## config.mk

```make
export PLATFORM = sky130hd
export DESIGN_NAME = ring_wr_cntrl
export DESIGN_NICKNAME = d
export VERILOG_FILES = /design/src/rtl/mmaps_pkg.sv /design/src/rtl/trig_edge.sv /design/src/rtl/ring_wr_cntrl.sv
export SDC_FILE = /design/constraint.sdc
export NUM_CORES = 1
export LEC_CHECK = 0
export BUFFER_PORTS_ARGS = -buffer_cell sky130_fd_sc_hd__buf_2
export CAP_MARGIN = 20
export CORE_UTILIZATION = 50
export CTS_CLUSTER_SIZE = 30
export DETAILED_ROUTE_END_ITERATION = 12
export GPL_ROUTABILITY_DRIVEN = 0
export PLACE_DENSITY = 0.71
export SLEW_MARGIN = 15
export SYNTH_ARGS = -nofsm -noshare
export SYNTH_HDL_FRONTEND = slang
export SYNTH_HIERARCHICAL = 1
export SYNTH_SLANG_ARGS = --single-unit
```

## constraint.sdc

```tcl
create_clock -name sysclk -period 3.7 [get_ports sysclk]
set_input_delay 0.74 -clock sysclk [delete_from_list [all_inputs] [get_ports sysclk]]
set_output_delay 0.74 -clock sysclk [all_outputs]
set_load 0.005 [all_outputs]
```

## src/rtl/mmaps_pkg.sv

```systemverilog
// mmaps_pkg -- constants and types shared by the ring-buffer write path.
//   SIZE_DEFAULT : default ring address width (depth 2**SIZE_DEFAULT)
//   ring_state_t : write controller state encoding
package mmaps_pkg;
  localparam int SIZE_DEFAULT = 12;

  typedef enum logic [2:0] {
    ST_FILL    = 3'd0,
    ST_ARMED   = 3'd1,
    ST_POST    = 3'd2,
    ST_READOUT = 3'd3,
    ST_REARM   = 3'd4
  } ring_state_t;
endpackage

```

## src/rtl/trig_edge.sv

```systemverilog
// trig_edge -- rising-edge detector for the trigger level input.
// Build option: define RING_TRIG_SYNC_EN to insert a 2-flop synchronizer
// ahead of the detector (asynchronous trigger source, +2 cycles latency).
// Ports:
//   sysclk : system clock (rising edge)
//   rst_n  : asynchronous active-low reset
//   trig_i : trigger level
//   rise   : one-cycle pulse, combinational from the detector input
module trig_edge (
  input  logic sysclk,
  input  logic rst_n,
  input  logic trig_i,
  output logic rise
);
  logic trig_s;
  logic trig_q;

`ifdef RING_TRIG_SYNC_EN
  logic [1:0] sync;
  // Reset high so a trigger held high through reset is not seen as an edge.
  always_ff @(posedge sysclk or negedge rst_n) begin
    if (!rst_n) sync <= 2'b11;
    else        sync <= {sync[0], trig_i};
  end
  assign trig_s = sync[1];
`else
  assign trig_s = trig_i;
`endif

  // History resets to 1: a level already high is never an edge.
  always_ff @(posedge sysclk or negedge rst_n) begin
    if (!rst_n) trig_q <= 1'b1;
    else        trig_q <= trig_s;
  end

  assign rise = trig_s & ~trig_q;
endmodule

```

## src/rtl/ring_wr_cntrl.sv

```systemverilog
// ring_wr_cntrl -- ring buffer write controller for a triggered ADC capture.
// Fills the ring once (full pre-trigger history), arms, waits for a trigger
// edge, writes a programmable number of post-trigger samples, then freezes
// the write address and requests readout until the readout side finishes.
// Build option: RING_TRIG_SYNC_EN (see trig_edge) synchronizes trig_i.
// Ports:
//   sysclk     : system clock (rising edge)
//   rst_n      : asynchronous active-low reset
//   adc_valid  : ADC sample strobe
//   trig_i     : trigger level
//   posttrig_i : post-trigger sample count (0 selects POST_DEFAULT)
//   ro_done_n  : low when readout controller is finished
//   wr_en      : ring RAM write enable (targets current ain)
//   ain        : write address, frozen during readout
//   rd_request : readout request, registered
//   armed      : high while a trigger edge will be accepted
module ring_wr_cntrl
  import mmaps_pkg::*;
#(
  parameter int          SIZE         = SIZE_DEFAULT,
  parameter int unsigned POST_DEFAULT = 12'h200
) (
  input  logic            sysclk,
  input  logic            rst_n,
  input  logic            adc_valid,
  input  logic            trig_i,
  input  logic [SIZE-1:0] posttrig_i,
  input  logic            ro_done_n,
  output logic            wr_en,
  output logic [SIZE-1:0] ain,
  output logic            rd_request,
  output logic            armed
);
  localparam logic [SIZE-1:0] POST_LOAD = SIZE'(POST_DEFAULT);

  ring_state_t     state;
  logic [SIZE-1:0] fill_cnt;
  logic [SIZE-1:0] post_cnt;
  logic [1:0]      ro_cnt;
  logic            trig_rise;
  logic            write_phase;

  trig_edge u_trig_edge (
    .sysclk (sysclk),
    .rst_n  (rst_n),
    .trig_i (trig_i),
    .rise   (trig_rise)
  );

  assign write_phase = (state == ST_FILL) || (state == ST_ARMED) || (state == ST_POST);
  assign wr_en       = adc_valid & write_phase;
  assign armed       = (state == ST_ARMED);

  always_ff @(posedge sysclk or negedge rst_n) begin
    if (!rst_n) begin
      state      <= ST_FILL;
      ain        <= '0;
      fill_cnt   <= '0;
      post_cnt   <= '0;
      ro_cnt     <= '0;
      rd_request <= 1'b0;
    end else begin
      if (wr_en) ain <= ain + 1'b1;

      case (state)
        ST_FILL: begin
          // fill_cnt all-ones on a write means this is write number 2**SIZE.
          if (wr_en) begin
            fill_cnt <= fill_cnt + 1'b1;
            if (fill_cnt == '1) state <= ST_ARMED;
          end
        end
        ST_ARMED: begin
          // A sample coinciding with the edge is written here, as pre-trigger.
          if (trig_rise) begin
            post_cnt <= (posttrig_i == '0) ? POST_LOAD : posttrig_i;
            state    <= ST_POST;
          end
        end
        ST_POST: begin
          // Leave on the write that takes the counter to zero, so no extra
          // sample is written while the counter sits at zero.
          if (post_cnt == '0) begin
            state      <= ST_READOUT;
            rd_request <= 1'b1;
            ro_cnt     <= '0;
          end else if (wr_en) begin
            post_cnt <= post_cnt - 1'b1;
            if (post_cnt == SIZE'(1)) begin
              state      <= ST_READOUT;
              rd_request <= 1'b1;
              ro_cnt     <= '0;
            end
          end
        end
        ST_READOUT: begin
          // First two cycles cover downstream pipeline latency.
          if (ro_cnt != 2'd2) begin
            ro_cnt <= ro_cnt + 1'b1;
          end else if (!ro_done_n) begin
            state      <= ST_REARM;
            rd_request <= 1'b0;
          end
        end
        ST_REARM: begin
          fill_cnt <= '0;
          state    <= ST_FILL;
        end
        default: state <= ST_FILL;
      endcase
    end
  end
endmodule

```

==> run summary <==
status = complete, no violations
PortBufs = 31
first-pass GRT wire length = 9010 um
Net Switching = 0.383 mW
Worst R2R Path Depth = 4
crit path capture = wr_en
H-tree levels = 2
area of the multi-input gates = 1270 um^2
hold_buf cts = 0
diode count = 0
critical path class = flop to primary output
final worst-path cycle share = 68.6%
vias after detailed routing = 2143
DRC = 0
reg2reg setup slack = 1.22 ns
Worst IR Drop VDD = 179 uV
worst min-delay path class = primary input to async pin
postcts setup bufs = 0
total negative slack = 0 ns
synthesized instance count = 262
sequential share of power = 55.1%
clk_lat worst skew = 0.30 ns
Max Cap Viol = 0
most common cell after layout, fill and taps aside = dfrtp_1
First-pass DRT Iterations = 4
mean post-synth cell area = 9.32 um^2
Hold Fails Final Rpt = 0
most frequent cells in the layout = dfrtp_1, buf_2, a21oi_1, nand2_1
Root Buffer = clkbuf_8
Layout Skew = 0.00933 ns
async set or reset register ratio after synthesis = 100%
post-route cell area = 2750 um^2
logic gate share of total power = 18.7%
Synth cell types = 51
Syn Nets = 285
GRT Overall Usage = 22.2%
Worst Path Required = 2.96 ns
Crit. End Element = primary output
Finish-stage setup viols = 0
Die Y = 71.9 um
area of the mapped netlist = 2440 um^2
global route overflow = 0
CTS Buf Count = 5
Worst Hold Slack = 0.317 ns
Placed Area = 2640 um^2
slew margin rel. = 59.9%
Initial Utilization = 51.7%
critical path fanouts, max = 16
Worst-path clk slew = 0.09 ns
Die Footprint = 5170 um^2
die width = 71.9 um
Post-Place Cells = 348
layout cells sized above 1 = 19.0%
Syn. warnings = 6
Worst Setup Start Kind = flop
sw frac = 32.4%
CP startpoint = state[2]
post-synthesis sequential area ratio = 44.1%
Int Power = 0.800 mW
worst endpoint data arrival time = 1.80 ns
via/cell ratio = 6.00
crit path time final = 2.54 ns
Ports = 32
RSZ-0062 raised after global routing = no
EDFF count, synth = 0
FILL cells = 419
Power per Cell Area = 430 nW/um^2
Non-Filler Instances = 357
Routed Antenna Nets = 0
register cell area after layout = 1080 um^2
FF-to-FF Start = post_cnt[2]
routed wire length = 5240 um
Top FF cell, synth = dfrtp_1
cell row count = 25
Least-Margin Pin Slew = 0.602 ns
initial antenna violation count = 0
DP Wirelength = 3630 um
core area = 4720 um^2
pin count of the biggest net entering global routing = 44
Clk pwr share = 26.2%
CTS tree = done
Max Clk Rate = 0.394 GHz
Final nets = 312
initial drt markers = 133
clock buffer depth = 2
LEAKAGE = 1.17 nW
vias in the first global route = 2010
Routed WL per cell = 14.7 um
synth-to-layout area growth = 12.6%
post-layout total power = 1.18 mW
CTS Sinks = 43
Final Slew Violations = 0
flops & latches, synth = 43
Post-CTS Resized = 0
worst r2r dst = post_cnt[1]
[metrics by stage]
| stage | worst slack [ns] | utilization (%) |
|---|---|---|
| 2_1_floorplan | 1.49 | - |
| 3_5_place_dp | 1.24 | 55.8 |
| 3_3_place_gp | 1.28 | 55.8 |
| 4_1_cts | 1.13 | 57.8 |
| 6_report | 1.16 | 58.2 |
| 5_1_grt | 0.974 | 58.2 |
[cells in the mapped netlist, types with 2 or more instances]
cell type / n / area [um^2]
buf_2: 2 / 10.0
and3_1: 7 / 43.8
nor2b_1: 2 / 12.5
o22ai_1: 2 / 12.5
o2bb2ai_1: 7 / 61.3
nand4b_1: 2 / 17.5
clkbuf_1: 11 / 41.3
o21ai_0: 13 / 65.1
nor2_1: 13 / 48.8
nor3_1: 9 / 45.0
nand2b_1: 2 / 12.5
xor2_1: 4 / 35.0
nand4_1: 11 / 68.8
a22o_1: 2 / 17.5
or3_1: 5 / 31.3
nand3b_1: 3 / 22.5
or2_2: 3 / 18.8
o211ai_1: 4 / 30.0
dfrtp_1: 42 / 1050
mux2_2: 2 / 22.5
nand3_1: 11 / 55.1
xnor2_1: 12 / 105
inv_1: 7 / 26.3
and4_1: 2 / 17.5
o31ai_1: 2 / 15.0
nand2_1: 20 / 75.1
a21oi_1: 20 / 100
ha_1: 6 / 75.1
or4_1: 3 / 22.5
nor4_1: 8 / 50.1
a31oi_1: 5 / 31.3
[how the worst min path moves through the flow]
stage,from,to,depth (start not counted)
finish,rst_n,post_cnt[5],1
detailed placement,ain[11],ain[11],1
floorplan,rst_n,ain[0],0
global route,rst_n,post_cnt[5],1
CTS,ain[11],ain[11],1
global placement,ain[11],ain[11],1
[registers in the layout, summed over array words and instances (netlist names)]
name / count
rd_request: 1
post_cnt: 12
ain: 12
fill_cnt: 12
state: 3
ro_cnt: 2
u_trig_edge/trig_q: 1
[cells by family (layout without fill, tap and decap cells)]
kind of cell    after synthesis  count (layout)  share of synthesized area, %
flops                        43              43                          44.1
mux                           4               4                          1.95
simple gates                109             109                          25.3
xor+xnor                     16              16                          5.74
buf+inv                      22              50                          3.79
compound gates               62              62                          16.1
fa+ha+maj                     6               6                          3.07
[layout make-up]
type                            count  share of cell area (%)
Clock inverter                      3                   0.864
Timing Repair Buffer               35                    7.19
Tap cell                           67                    3.05
Clock buffer                        5                    2.50
Inverter                            7                   0.955
Multi-Input combinational cell    197                    46.3
Sequential cell                    43                    39.2
[per-layer routing]
metal | track usage, % | vias up | part of all wire, %
met3 | 4.31 | 7 | 4.9
met4 | 8.93 | 0 | 1.4
li1 | - | 1029 | -
met1 | 28.1 | 1037 | 47
met2 | 37.4 | 70 | 47
met5 | 0 | - | 0
[critical path: stages (launching register included)]
cell and delay, ns:
dfrtp_1 0.55, nand2b_1 0.24, a21oi_1 0.48, buf_2 0.22
[power groups by stage]
stage / Sequential (mW) / Combinational (mW) / Clock (mW)
6_report: 0.651 / 0.221 / 0.310
5_1_grt: 0.667 / 0.249 / 0.341
3_3_place_gp: 0.654 / 0.217 / 0
2_1_floorplan: 0.641 / 0.137 / 0
4_1_cts: 0.649 / 0.220 / 0.323
3_5_place_dp: 0.658 / 0.218 / 0
No activity file was read; power rests on OpenSTA's default activity.
